**config.mk**
```make
export PLATFORM = sky130hd
export DESIGN_NAME = dmem_arbiter_flat
export DESIGN_NICKNAME = d
export VERILOG_FILES = /design/src/rtl/dmem_arbiter_if.sv /design/src/rtl/dmem_arbiter.sv /design/src/flat_wrapper.sv
export SDC_FILE = /design/constraint.sdc
export NUM_CORES = 1
export LEC_CHECK = 0
export CAP_MARGIN = 30
export CELL_PAD_IN_SITES_DETAIL_PLACEMENT = 1
export CELL_PAD_IN_SITES_GLOBAL_PLACEMENT = 1
export CORE_AREA = 5 5 185 187
export CTS_BUF_LIST = sky130_fd_sc_hd__clkbuf_4
export DETAILED_ROUTE_END_ITERATION = 8
export DIE_AREA = 0 0 190 192
export GPL_TIMING_DRIVEN = 1
export PLACE_DENSITY_LB_ADDON = 0.1
export SYNTH_ARGS = -nofsm -noshare
export SYNTH_HDL_FRONTEND = slang
export SYNTH_SLANG_ARGS = --single-unit
```
**constraint.sdc**
```tcl
create_clock -name clk -period 13.6 [get_ports clk]
set_clock_uncertainty 0.2 [all_clocks]
set_input_delay 2.72 -clock clk [delete_from_list [all_inputs] [get_ports clk]]
set_output_delay 2.72 -clock clk [all_outputs]
set_load 0.01 [all_outputs]
```
**src/rtl/dmem_arbiter_if.sv**
```systemverilog
// ---------------------------------------------------------------------------
// dmem_arbiter_if
// Bundles every signal between the data-memory arbiter and the outside world:
// the five requesters (SC plus IP1-IP4), the disable word, and the single-port
// data memory.
//
//   req[4:0]      request per requester (bit 0 = SC, bits 1-4 = IP1-IP4)
//   we[4:0]       1 = write, 0 = read, qualified by req
//   addr, wdata   packed per-requester address / write data, k at [k*N +: N]
//   dis[3:0]      dis[k-1] = 1 disables IPk
//   gnt, err      one-hot pulses: request consumed / request refused
//   rvalid        one-hot pulse: rdata valid for that requester
//   rdata         shared read data
//   maddr, mdout  memory address / write data
//   mwrite, mread memory strobes
//   mdin          memory read data, combinational from maddr
//
// Modports: slave = arbiter side, master = requesters + memory side.
// ---------------------------------------------------------------------------
interface dmem_arbiter_if #(
  parameter int N = 32
);
  logic [4:0]     req;
  logic [4:0]     we;
  logic [5*N-1:0] addr;
  logic [5*N-1:0] wdata;
  logic [3:0]     dis;
  logic [4:0]     gnt;
  logic [4:0]     err;
  logic [4:0]     rvalid;
  logic [N-1:0]   rdata;
  logic [N-1:0]   maddr;
  logic [N-1:0]   mdout;
  logic           mwrite;
  logic           mread;
  logic [N-1:0]   mdin;

  modport slave (
    input  req, we, addr, wdata, dis, mdin,
    output gnt, err, rvalid, rdata, maddr, mdout, mwrite, mread
  );

  modport master (
    output req, we, addr, wdata, dis, mdin,
    input  gnt, err, rvalid, rdata, maddr, mdout, mwrite, mread
  );
endinterface

```
**src/rtl/dmem_arbiter.sv**
```systemverilog
// ---------------------------------------------------------------------------
// dmem_arbiter
// Round-robin arbiter giving five requesters (security controller SC and
// IP1-IP4) access to a single-port data memory, with per-requester address
// windows and IP disable bits.
//
// Ports:
//   clk      single clock, all state changes on the rising edge
//   reset_n  asynchronous active-low reset
//   bus      dmem_arbiter_if.slave (requests, grants, responses, memory port)
//
// Transaction flow (one transaction at a time):
//   IDLE  --pick, refused-->  IDLE   (gnt+err pulse next cycle)
//   IDLE  --pick, write-->    WRITE  (one cycle with mwrite, gnt)
//   IDLE  --pick, read-->     READ   (mread, gnt; rdata captured at its end)
//   READ  -->                 RESP   (rvalid)
// All outputs are registered, so the cycle after a pick carries the grant.
// ---------------------------------------------------------------------------
module dmem_arbiter #(
  parameter int N     = 32,
  parameter int WORDS = 128
) (
  input  logic           clk,
  input  logic           reset_n,
  dmem_arbiter_if.slave  bus
);

  typedef enum logic [1:0] {
    IDLE  = 2'b00,
    WRITE = 2'b01,
    READ  = 2'b10,
    RESP  = 2'b11
  } state_t;

  state_t       state_reg, state_next;
  logic [2:0]   ptr_reg, ptr_next;
  logic [2:0]   win_reg, win_next;
  logic [4:0]   gnt_reg, gnt_next;
  logic [4:0]   err_reg, err_next;
  logic [4:0]   rvalid_reg, rvalid_next;
  logic         mwrite_reg, mwrite_next;
  logic         mread_reg, mread_next;
  logic [N-1:0] maddr_reg, maddr_next;
  logic [N-1:0] mdout_reg, mdout_next;
  logic [N-1:0] rdata_reg;

  // Per-requester views, padded to 8 entries so a 3-bit index never leaves
  // the array.
  logic [N-1:0] addr_arr  [8];
  logic [N-1:0] wdata_arr [8];
  logic [7:0]   we_vec;
  logic [7:0]   legal_vec;

  genvar gi;
  generate
    for (gi = 0; gi < 8; gi++) begin : g_req
      if (gi < 5) begin : g_live
        // Address window; capped at the memory depth so nothing at or above
        // WORDS is ever legal.
        localparam int LO_RAW = (gi == 0) ? 0 : 48 + 16 * (gi - 1);
        localparam int HI_RAW = (gi == 0) ? WORDS - 1 : 63 + 16 * (gi - 1);
        localparam int HI     = (HI_RAW < WORDS) ? HI_RAW : WORDS - 1;
        localparam logic [N-1:0] LO_W = N'(LO_RAW);
        localparam logic [N-1:0] HI_W = N'(HI);

        assign addr_arr[gi]  = bus.addr[gi*N +: N];
        assign wdata_arr[gi] = bus.wdata[gi*N +: N];
        assign we_vec[gi]    = bus.we[gi];

        if (gi == 0) begin : g_sc
          assign legal_vec[gi] = (addr_arr[gi] <= HI_W);
        end else begin : g_ip
          assign legal_vec[gi] = (addr_arr[gi] >= LO_W) &&
                                 (addr_arr[gi] <= HI_W) &&
                                 !bus.dis[gi-1];
        end
      end else begin : g_pad
        assign addr_arr[gi]  = '0;
        assign wdata_arr[gi] = '0;
        assign we_vec[gi]    = 1'b0;
        assign legal_vec[gi] = 1'b0;
      end
    end
  endgenerate

  // Round-robin pick: rotate the request vector so that bit 0 is the
  // requester at ptr, find the lowest set bit, then rotate the offset back.
  logic [14:0] req_dbl;
  logic [4:0]  req_rot;
  logic [2:0]  pick_off;
  logic [3:0]  pick_sum;
  logic [2:0]  pick;
  logic [4:0]  pick_oh;

  assign req_dbl = {bus.req, bus.req, bus.req};
  assign req_rot = req_dbl[ptr_reg +: 5];

  always_comb begin
    pick_off = 3'd0;
    for (int i = 4; i >= 0; i--) begin
      if (req_rot[i]) pick_off = 3'(i);
    end
  end

  assign pick_sum = {1'b0, ptr_reg} + {1'b0, pick_off};
  assign pick     = (pick_sum >= 4'd5) ? 3'(pick_sum - 4'd5) : pick_sum[2:0];
  assign pick_oh  = 5'd1 << pick;

  // Next-state and next-output logic
  always_comb begin
    state_next  = state_reg;
    ptr_next    = ptr_reg;
    win_next    = win_reg;
    gnt_next    = '0;
    err_next    = '0;
    rvalid_next = '0;
    mwrite_next = 1'b0;
    mread_next  = 1'b0;
    maddr_next  = '0;
    mdout_next  = '0;

    case (state_reg)
      IDLE: begin
        if (|bus.req) begin
          ptr_next = (pick == 3'd4) ? 3'd0 : pick + 3'd1;
          win_next = pick;
          gnt_next = pick_oh;
          if (!legal_vec[pick]) begin
            err_next = pick_oh;
          end else if (we_vec[pick]) begin
            state_next  = WRITE;
            mwrite_next = 1'b1;
            maddr_next  = addr_arr[pick];
            mdout_next  = wdata_arr[pick];
          end else begin
            state_next = READ;
            mread_next = 1'b1;
            maddr_next = addr_arr[pick];
          end
        end
      end
      WRITE: state_next = IDLE;
      READ: begin
        state_next  = RESP;
        rvalid_next = 5'd1 << win_reg;
      end
      RESP: state_next = IDLE;
      default: state_next = IDLE;
    endcase
  end

  always_ff @(posedge clk or negedge reset_n) begin
    if (!reset_n) begin
      state_reg  <= IDLE;
      ptr_reg    <= 3'd0;
      win_reg    <= 3'd0;
      gnt_reg    <= '0;
      err_reg    <= '0;
      rvalid_reg <= '0;
      mwrite_reg <= 1'b0;
      mread_reg  <= 1'b0;
      maddr_reg  <= '0;
      mdout_reg  <= '0;
    end else begin
      state_reg  <= state_next;
      ptr_reg    <= ptr_next;
      win_reg    <= win_next;
      gnt_reg    <= gnt_next;
      err_reg    <= err_next;
      rvalid_reg <= rvalid_next;
      mwrite_reg <= mwrite_next;
      mread_reg  <= mread_next;
      maddr_reg  <= maddr_next;
      mdout_reg  <= mdout_next;
    end
  end

  // Read data is captured at the end of READ and held until the next one.
  always_ff @(posedge clk or negedge reset_n) begin
    if (!reset_n) begin
      rdata_reg <= '0;
    end else if (state_reg == READ) begin
      rdata_reg <= bus.mdin;
    end
  end

  assign bus.gnt    = gnt_reg;
  assign bus.err    = err_reg;
  assign bus.rvalid = rvalid_reg;
  assign bus.rdata  = rdata_reg;
  assign bus.maddr  = maddr_reg;
  assign bus.mdout  = mdout_reg;
  assign bus.mwrite = mwrite_reg;
  assign bus.mread  = mread_reg;

endmodule

```
**src/flat_wrapper.sv**
```systemverilog
// flat-port wrapper written by rule: the top's interface ports become plain ports
module dmem_arbiter_flat 
#(
  parameter int N     = 32,
  parameter int WORDS = 128
)
  (clk, reset_n, bus_req, bus_we, bus_addr, bus_wdata, bus_dis, bus_mdin, bus_gnt, bus_err, bus_rvalid, bus_rdata, bus_maddr, bus_mdout, bus_mwrite, bus_mread);
  dmem_arbiter_if #(.N(N)) bus_i ();
  input  logic clk;
  input  logic reset_n;
  input wire logic [$bits(bus_i.req)-1:0] bus_req;
  input wire logic [$bits(bus_i.we)-1:0] bus_we;
  input wire logic [$bits(bus_i.addr)-1:0] bus_addr;
  input wire logic [$bits(bus_i.wdata)-1:0] bus_wdata;
  input wire logic [$bits(bus_i.dis)-1:0] bus_dis;
  input wire logic [$bits(bus_i.mdin)-1:0] bus_mdin;
  output wire logic [$bits(bus_i.gnt)-1:0] bus_gnt;
  output wire logic [$bits(bus_i.err)-1:0] bus_err;
  output wire logic [$bits(bus_i.rvalid)-1:0] bus_rvalid;
  output wire logic [$bits(bus_i.rdata)-1:0] bus_rdata;
  output wire logic [$bits(bus_i.maddr)-1:0] bus_maddr;
  output wire logic [$bits(bus_i.mdout)-1:0] bus_mdout;
  output wire logic [$bits(bus_i.mwrite)-1:0] bus_mwrite;
  output wire logic [$bits(bus_i.mread)-1:0] bus_mread;
  assign bus_i.req = bus_req;
  assign bus_i.we = bus_we;
  assign bus_i.addr = bus_addr;
  assign bus_i.wdata = bus_wdata;
  assign bus_i.dis = bus_dis;
  assign bus_i.mdin = bus_mdin;
  assign bus_gnt = bus_i.gnt;
  assign bus_err = bus_i.err;
  assign bus_rvalid = bus_i.rvalid;
  assign bus_rdata = bus_i.rdata;
  assign bus_maddr = bus_i.maddr;
  assign bus_mdout = bus_i.mdout;
  assign bus_mwrite = bus_i.mwrite;
  assign bus_mread = bus_i.mread;
  dmem_arbiter #(.N(N), .WORDS(WORDS)) u_core (.clk(clk), .reset_n(reset_n), .bus(bus_i));
endmodule
```
==> flow_metrics.py, run 1 <==
metrics = {
    "logic_synthesis": {
        "yosysWarningCount": 0,
        "synth_edf_count": 0,
        "ys_top_cells_by_area": "dfrtp_1, nand2_1, mux2i_1",
        "yosysMostFrequentCell": "nand2_1",
        "syn_area_per_cell_um2": 10.0,
        "syn_inst": 681,
        "ys_top_cells_by_count": "nand2_1, dfrtp_1, mux2i_1, nor2_1, nor4_1",
        "async_flop_share": 1.00,
        "synth_top_area_cell": "dfrtp_1",
        "yosys.cell_types.count": 60,
        "synth_seq_cells": 121,
        "synthDominantCellAreaShare": 0.445,
        "ys.flop_type": "dfrtp_1",
        "syn_area_um2": 6810,
        "ys_seq_area_frac": 0.445,
    },
    "global_route": {
        "grtUsageMet1": 0.231,
        "grt-busiest-layer": "met2",
        "grt_max_degree": 67,
        "met2_usage": 0.346,
        "grt_overflow": 0,
        "grt_pass1_vias": 8058,
        "antenna_found_initial": 7,
        "grt_pass1_wl_um": 54600,
        "grt_util_all_layers": 0.204,
        "grt_use_met3": 0.101,
    },
    "sta": {
        "setup_viol": 0,
        "tightest_slew_ns": 0.884,
        "finalHoldViolations": 0,
        "rsz0062_at_grt": "no",
        "holdWs_ns": 0.291,
        "min_period_ns": 7.80,
        "period_share": 0.574,
        "slew_headroom": 0.411,
        "setup_slack_ns": 5.80,
        "slew_viol_final": 0,
        "max_freq_mhz": 128,
        "setup_tns_ns": 0,
    },
    "hold_path": {
        "whs_endpoint": "u_core.bus.rdata[7]$_DFFE_PN0P_",
        "holdCritStartpoint": "u_core.bus.rdata[7]$_DFFE_PN0P_",
        "hold_path_depth": 2,
        "min_path_type": "register to register",
    },
    "critical_path": {
        "worstPathMaxFanout": 50,
        "critical_path_class": "primary input to register",
        "crit_arrival_ns": 7.98,
        "cp_common_cell": "a21oi_1",
        "start_kind": "primary input",
        "reg2reg_depth": 16,
        "cpMaxStageDelayCell": "o221a_4",
        "cp_cell_sequence": "clkdlybuf4s50_1, mux2_1, nor2_1, a21oi_1, a21oi_1, o32ai_1, ha_1, inv_1, fa_1, ha_1, nor2b_1, o221a_4, xnor2_4, buf_4, mux2i_1, o221a_4, a21oi_1",
        "worstPathRequired_ns": 13.78,
        "crit_buf_inv": 3,
        "rr_endpoint": "u_core.bus.maddr[4]$_DFF_PN0_",
        "r2r-start": "u_core.ptr_reg[1]$_DFFE_PN0P_",
        "r2r_slack_ns": 7.86,
        "critical_path.top_delay_family": "compound AO/OA/AOI/OAI gates",
        "worstSetupEndpointType": "register",
        "max_stage_delay_ns": 0.78,
    },
    "outcome": {
        "status": "completed",
    },
    "detailed_routing": {
        "num_vias": 7277,
        "ant_nets": 0,
        "drt-pass1-iter-count": 4,
        "drc_errors": 0,
        "drt_iter0_drc": 247,
        "vias_per_cell": 4.47,
        "detail_route.wl_per_cell_um": 23.4,
        "wirelength_um": 38100,
    },
    "die": {
        "die_y_um": 192,
        "io_pins": 481,
        "die_area_um2": 36500,
        "core-area_um2": 32300,
        "die_x_um": 190,
        "start_util": 0.211,
        "num_rows": 66,
    },
    "layout": {
        "drive_gt1_frac": 0.0855,
        "syn_to_final_growth_pct": 82.5,
        "nets": 1544,
        "fillers": 3680,
        "design_area_um2": 12400,
    },
    "power": {
        "p_per_area_nw_per_um2": 288,
        "power_mw": 3.57,
        "power_leakage_nw": 4.86,
        "vdd_drop_max_mv": 0.379,
    },
    "placed_design": {
        "post_dp_cell_area_um2": 12100,
        "globalplace.congestion": 0.894,
        "place_hpwl_um": 31400,
        "portBuffers": 480,
        "pre_cts_ws_ns": 5.14,
    },
    "clock_tree": {
        "cts_buffers": 17,
        "insertion_delay_ns": 0.54,
        "clkTransAtPathRegs_ns": 0.13,
        "cts_setup_buffers": 0,
        "cts-resized-gates": 0,
        "cts_tree": "yes",
        "cts_buffer_depth": 2,
        "clock-root-buffer": "clkbuf_4",
        "cts_sinks": 121,
        "hold_buffers": 0,
        "cts_max_level": 4,
    },
    "job": {
        "drv_cap": 0,
    },
}
## cell families (layout without fill, tap and decap cells)
group,Yosys count,count (layout),share of synthesized area
xor+xnor,4,4,0.0112
mux,65,65,0.105
simple gates,292,292,0.222
compound gates,132,132,0.158
other cells,1,29,0.000551
buf+inv,58,534,0.0439
fa+ha+maj,8,8,0.0158
flops,121,121,0.445
## final cells by class
| class | instances | area (um^2) | share of cell area |
|---|---|---|---|
| multi-input cells | 526 | 3580 | 0.288 |
| clock buffers | 17 | 128 | 0.0103 |
| diodes | 4 | 10.0 | 0.000806 |
| inverters | 12 | 45.0 | 0.00363 |
| well taps | 442 | 553 | 0.0445 |
| clock inverters | 15 | 176 | 0.0142 |
| flip-flops and latches | 121 | 3030 | 0.244 |
| repair buffers | 490 | 4900 | 0.394 |
## routing by layer
metal,part of all wire,up-vias
met2,0.48,301
met5,0.0010,-
met1,0.39,3482
li1,-,3452
met3,0.11,36
met4,0.016,6
## how the worst max path moves through the flow
| stage | cells past startpoint | slack [ns] | to | start |
|---|---|---|---|---|
| floorplan | 16 | 7.15 | u_core.ptr_reg[2]$_DFFE_PN0P_ | bus_req[1] |
| global placement | 17 | 5.27 | u_core.bus.mread$_DFF_PN0_ | bus_req[1] |
| detailed placement | 17 | 5.14 | u_core.bus.mdout[12]$_DFF_PN0_ | bus_req[1] |
| CTS | 17 | 5.75 | u_core.bus.maddr[4]$_DFF_PN0_ | bus_req[1] |
| global route | 17 | 5.41 | u_core.bus.maddr[6]$_DFF_PN0_ | bus_req[1] |
| finish | 17 | 5.80 | u_core.bus.maddr[4]$_DFF_PN0_ | bus_req[1] |
## metrics by stage
stage,std cells,util
finish,1627,0.385
global route,1627,0.385
CTS,1623,0.384
detailed placement,1591,0.375
global placement,1589,0.374
floorplan,705,-
## worst register-to-register path, cell delays in order (launching register included)
cell	delay [ns]
dfrtp_1	0.51
mux2_1	0.28
nor2_1	0.04
a21oi_1	0.24
a21oi_1	0.11
o32ai_1	0.23
ha_1	0.22
inv_1	0.06
fa_1	0.69
ha_1	0.30
nor2b_1	0.27
o221a_4	0.31
xnor2_4	0.12
buf_4	0.65
mux2i_1	0.47
o221a_4	0.78
a21oi_1	0.11
## report_power, final
part	total, mW	switching, mW	internal, mW
Clock	0.286	0.170	0.116
Sequential	0.411	0.0185	0.393
Combinational	2.88	1.66	1.22
Total	3.57	1.85	1.73
## cells in the final DEF (no fill, tap or decap), drive strengths merged, types with 18 or more instances in the layout
master | netlist | routed
o22ai | 18 | 18
nand2 | 150 | 150
nor3 | 27 | 27
nor4 | 24 | 24
conb | 1 | 25
dfrtp | 121 | 121
a21oi | 18 | 18
nor2 | 27 | 27
clkdlybuf4s50 | 0 | 479
or3 | 19 | 19
inv | 12 | 22
mux2i | 56 | 56
Power figures use the tool's default switching activity.
==> inputs of run 2 (changes only) <==
CORE_AREA = 5 5 184 186   (was 5 5 185 187)
DIE_AREA = 0 0 189 191   (was 0 0 190 192)
clock period = 6.8 ns   (was 13.6 ns; I/O delays follow)
==> flow_metrics.py, run 2 (synthesized netlist as in run 1, its figures left out) <==
metrics = {
    "outcome": {
        "status": "completed",
    },
    "critical_path": {
        "worstPathMaxFanout": 20,
        "worstSetupEndpointType": "register",
        "max_stage_delay_ns": 0.73,
        "crit_arrival_ns": 5.90,
        "worstPathRequired_ns": 6.99,
        "critPathCapture": "u_core.bus.mdout[21]$_DFF_PN0_",
        "cpMaxStageDelayCell": "fa_1",
        "start_kind": "primary input",
        "rr_endpoint": "u_core.bus.mdout[21]$_DFF_PN0_",
        "r2r_slack_ns": 1.84,
        "reg2reg_depth": 16,
        "cp_cell_sequence": "clkdlybuf4s50_1, mux2_1, nor2_1, a21oi_1, a21oi_1, o32ai_1, ha_1, inv_1, fa_1, ha_1, nor2b_1, o221a_4, xnor2_4, mux2i_2, o221a_4, buf_4, a211oi_2",
        "r2r-start": "u_core.ptr_reg[1]$_DFFE_PN0P_",
        "crit_start": "bus_req[1]",
        "critical_path_class": "primary input to register",
    },
    "sta": {
        "tightest_slew_ns": 0.761,
        "period_share": 0.839,
        "slew_viol_final": 0,
        "min_period_ns": 5.71,
        "setup_viol": 0,
        "max_freq_mhz": 175,
        "setup_slack_ns": 1.09,
        "rsz0062_at_grt": "no",
        "finalHoldViolations": 0,
        "slew_headroom": 0.493,
        "setup_tns_ns": 0,
    },
    "die": {
        "core-area_um2": 32100,
        "die_y_um": 191,
        "die_x_um": 189,
        "io_pins": 481,
        "start_util": 0.212,
        "die_area_um2": 36100,
        "num_rows": 66,
    },
    "global_route": {
        "grt_pass1_vias": 8122,
        "grt_pass1_wl_um": 55600,
        "grt_util_all_layers": 0.208,
        "grt_overflow": 0,
        "grt_max_degree": 66,
        "antenna_found_initial": 10,
    },
    "layout": {
        "syn_to_final_growth_pct": 83.1,
        "layout_common_cells": "clkdlybuf4s50_1, nand2_1, dfrtp_1",
        "final_common_cell": "clkdlybuf4s50_1",
        "nets": 1550,
        "drive_gt1_frac": 0.0901,
    },
    "clock_tree": {
        "cts_max_level": 4,
        "clock-root-buffer": "clkbuf_4",
        "insertion_delay_ns": 0.51,
        "cts_sinks": 121,
        "cts-resized-gates": 0,
        "hold_buffers": 0,
        "cts_setup_buffers": 0,
        "cts_buffers": 17,
        "cts_tree": "yes",
        "clkTransAtPathRegs_ns": 0.11,
        "cts_buffer_depth": 2,
    },
    "power": {
        "p_per_area_nw_per_um2": 581,
        "power_leakage_nw": 4.90,
        "vdd_drop_max_mv": 0.731,
    },
    "placed_design": {
        "globalplace.congestion": 0.884,
        "portBuffers": 480,
        "pre_cts_ws_ns": 0.527,
        "place_hpwl_um": 31600,
    },
    "detailed_routing": {
        "wirelength_um": 38300,
        "detail_route.wl_per_cell_um": 23.9,
        "vias_per_cell": 4.55,
        "drt_iter0_drc": 186,
        "drc_errors": 0,
        "ant_nets": 0,
        "num_vias": 7280,
        "drt-pass1-iter-count": 4,
    },
    "hold_path": {
        "min_path_type": "register to register",
        "holdCritStartpoint": "u_core.bus.rdata[12]$_DFFE_PN0P_",
    },
    "job": {
        "drv_cap": 0,
    },
}
-- run 2: changes by cell type in the layout (fill, tap and decap cells not counted), sizes merged --
| cell | change |
|---|---|
| inv | -4 |
| diode | +2 |
| bufinv | +1 |
| clkinvlp | +2 |
| clkinv | +1 |
| buf | +6 |
-- run 2: layout make-up --
cell class	instances	area [um^2]
well taps	408	510
repair buffers	496	4970
diodes	6	15.0
clock inverters	15	189
multi-input cells	526	3580
flip-flops and latches	121	3030
clock buffers	17	128
fillers	3638	19700
inverters	12	45.0
-- run 2: power by group --
group | internal, mW | switching (mW)
combinational | 2.48 | 3.35
clock | 0.263 | 0.321
sequential | 0.785 | 0.0380
total | 3.53 | 3.71
-- run 2: metrics by stage --
| stage | std cells | cell area [um^2] | power (mW) | util | hold slack, ns |
|---|---|---|---|---|---|
| after detailed placement | 1563 | 12100 | 6.75 | 0.378 | 0.263 |
| after floorplan | 705 | 6900 | 5.16 | - | 0.248 |
| final | 1601 | 12500 | 7.24 | 0.388 | 0.287 |
| after global routing | 1601 | 12500 | 7.83 | 0.388 | 0.317 |
| after global placement | 1562 | 12100 | 6.77 | 0.377 | 0.256 |
| after CTS | 1595 | 12500 | 7.42 | 0.388 | 0.297 |
-- run 2: worst min-delay path by stage --
stage / to / slack (ns) / depth (start not counted)
final: u_core.bus.rdata[12]$_DFFE_PN0P_ / 0.29 / 2
after global routing: u_core.bus.rdata[18]$_DFFE_PN0P_ / 0.32 / 2
after CTS: u_core.bus.rdata[28]$_DFFE_PN0P_ / 0.30 / 2
after detailed placement: u_core.bus.rdata[16]$_DFFE_PN0P_ / 0.26 / 2
after global placement: u_core.bus.rdata[25]$_DFFE_PN0P_ / 0.26 / 2
after floorplan: u_core.bus.rvalid[0]$_DFF_PN0_ / 0.25 / 1
-- run 2: routing by layer --
layer,GRT usage,vias up,wire length [um]
met3,0.105,27,4150
met1,0.241,3484,15600
met4,0.0412,8,419
met5,0,-,42
li1,-,3470,-
met2,0.349,291,18000
-- run 2: worst max-delay path, delay by kind of cell --
family                   cells  cell delay, ns
buffers and inverters        3            0.82
AND/OR/NAND/NOR              2            0.31
AO/OA/AOI/OAI                6            1.46
XOR/XNOR                     1            0.17
adder cells (fa/ha/maj)      3            1.25
multiplexers                 2            0.53
==> inputs of run 3 (changes only) <==
CORE_AREA = 5 5 182 184   (was 5 5 184 186)
DIE_AREA = 0 0 187 189   (was 0 0 189 191)
clock period = 5.4 ns   (was 6.8 ns; I/O delays follow)
==> flow_metrics.py, run 3 (synthesized netlist as in run 1, its figures left out) <==
metrics = {
    "critical_path": {
        "critical_path_class": "primary input to register",
        "start_kind": "primary input",
        "crit_arrival_ns": 5.17,
        "worstSetupEndpointType": "register",
        "max_stage_delay_ns": 0.51,
        "worstPathRequired_ns": 5.65,
        "cpMaxStageDelayCell": "fa_1",
        "cp_cell_sequence": "clkdlybuf4s50_1, mux2i_1, mux2i_1, inv_1, a21oi_1, o32ai_1, ha_1, inv_1, fa_1, ha_1, nor2b_1, o221a_4, mux2i_2, nand3_1, o221a_4, buf_12, a211oi_2",
        "worstPathMaxFanout": 19,
    },
    "sta": {
        "slew_viol_final": 0,
        "finalHoldViolations": 0,
        "max_freq_mhz": 203,
        "slew_headroom": 0.576,
        "rsz0062_at_grt": "no",
        "period_share": 0.913,
        "min_period_ns": 4.93,
        "tightest_slew_ns": 0.635,
        "setup_viol": 0,
    },
    "power": {
        "vdd_drop_max_mv": 0.797,
        "p_per_area_nw_per_um2": 779,
        "power_leakage_nw": 5.09,
        "power_mw": 9.94,
    },
    "global_route": {
        "met2_usage": 0.378,
        "grt_overflow": 0,
        "grtUsageMet1": 0.264,
        "grt-busiest-layer": "met2",
        "grt_pass1_vias": 8360,
        "grt_max_degree": 99,
        "grt_util_all_layers": 0.216,
        "grt_pass1_wl_um": 57200,
        "antenna_found_initial": 4,
        "grt_use_met3": 0.0771,
    },
    "detailed_routing": {
        "ant_nets": 0,
        "wirelength_um": 39300,
        "drt_iter0_drc": 261,
        "num_vias": 7482,
        "detail_route.wl_per_cell_um": 24.2,
        "vias_per_cell": 4.61,
        "drc_errors": 0,
        "drt-pass1-iter-count": 4,
    },
    "clock_tree": {
        "cts_setup_buffers": 0,
        "insertion_delay_ns": 0.53,
        "clkTransAtPathRegs_ns": 0.15,
        "clock-root-buffer": "clkbuf_4",
        "cts-resized-gates": 0,
        "cts_sinks": 121,
        "cts_tree": "yes",
        "cts_buffer_depth": 2,
        "cts_max_level": 4,
        "cts_buffers": 17,
        "hold_buffers": 0,
    },
    "placed_design": {
        "portBuffers": 480,
        "placed_cells": 1589,
        "globalplace.congestion": 0.929,
        "place_hpwl_um": 32900,
    },
    "die": {
        "start_util": 0.218,
        "io_pins": 481,
        "die_y_um": 189,
        "core-area_um2": 31200,
        "num_rows": 65,
        "die_x_um": 187,
        "die_area_um2": 35300,
    },
    "layout": {
        "stdcell_count": 1624,
        "drive_gt1_frac": 0.115,
        "final_common_cell": "clkdlybuf4s50_1",
        "fillers": 3546,
        "syn_to_final_growth_pct": 87.3,
        "layout_common_cells": "clkdlybuf4s50_1, nand2_1, dfrtp_1",
        "multi_input_area_um2": 3580,
        "seq_area_um2": 3030,
        "nets": 1583,
    },
    "hold_path": {
        "min_path_type": "primary input to asynchronous set/reset pin",
    },
    "outcome": {
        "status": "completed",
    },
    "job": {
        "drv_cap": 0,
    },
}
## run 3: cell count changes in the layout (fill, tap and decap cells not counted)
cell        previous run  this run
buf_4                 12        39
clkinv_4               1         2
inv_8                  1         3
buf_12                 3         9
clkinvlp_4             4         2
inv_6                  5         7
clkinv_2               1         0
bufinv_16              3         1
buf_6                  2         1
buf_16                 0         1
diode_2                6         2
## run 3: layer usage
layer  share of wire  vias up
met5         0.00069        -
met4          0.0041        4
met3           0.076       13
met2            0.49      290
met1            0.43     3634
li1                -     3541
## run 3: metrics by stage
step,hold slack (ns),worst slack (ns),util,TNS (ns),instance area [um^2]
after floorplan,0.248,0.587,-,0,6900
after global placement,0.257,0.0732,0.398,0,12400
after global routing,0.0123,0.212,0.408,0,12800
after CTS,0.290,0.518,0.407,0,12700
final,0.0996,0.472,0.408,0,12800
after detailed placement,0.261,-0.0792,0.398,-2.00,12400
## run 3: path summary, 6_finish.rpt
| check | start | slack [ns] | cells after the start | to |
|---|---|---|---|---|
| worst max-delay path | bus_req[0] | 0.47 | 17 | u_core.bus.mdout[1]$_DFF_PN0_ |
| worst min-delay path | reset_n | 0.1 | 1 | u_core.bus.rdata[3]$_DFFE_PN0P_ |
| worst max register to register | u_core.ptr_reg[1]$_DFFE_PN0P_ | 0.82 | 16 | u_core.bus.mdout[1]$_DFF_PN0_ |
| worst min register to register | u_core.bus.rdata[24]$_DFFE_PN0P_ | 0.29 | 2 | u_core.bus.rdata[24]$_DFFE_PN0P_ |
| max in group asynchronous | reset_n | 3.84 | 3 | u_core.bus.mread$_DFF_PN0_ |
| min in group clk | u_core.bus.rdata[24]$_DFFE_PN0P_ | 0.29 | 2 | u_core.bus.rdata[24]$_DFFE_PN0P_ |
## run 3: final cells by class
| type | count | area share |
|---|---|---|
| repair buffers | 529 | 0.416 |
| multi-input cells | 526 | 0.281 |
| flip-flops and latches | 121 | 0.237 |
| well taps | 402 | 0.0394 |
| clock inverters | 15 | 0.0124 |
| clock buffers | 17 | 0.0100 |
| inverters | 12 | 0.00353 |
| diodes | 2 | 0.000392 |
## run 3: power breakdown
| group | leakage (nW) | internal (mW) | switching [mW] |
|---|---|---|---|
| Combinational | 3.49 | 3.82 | 4.41 |
| Clock | 0.151 | 0.249 | 0.426 |
| Sequential | 1.45 | 0.989 | 0.0476 |
| Total | 5.09 | 5.05 | 4.88 |
## run 3: critical path: cells and delay by family
kind	cells	cell delay, ns
adders and majority gates	3	0.99
and+or+nand+nor	2	0.42
muxes	3	0.75
buffers and inverters	4	0.79
AOI/OAI and AO/OA	5	1.12
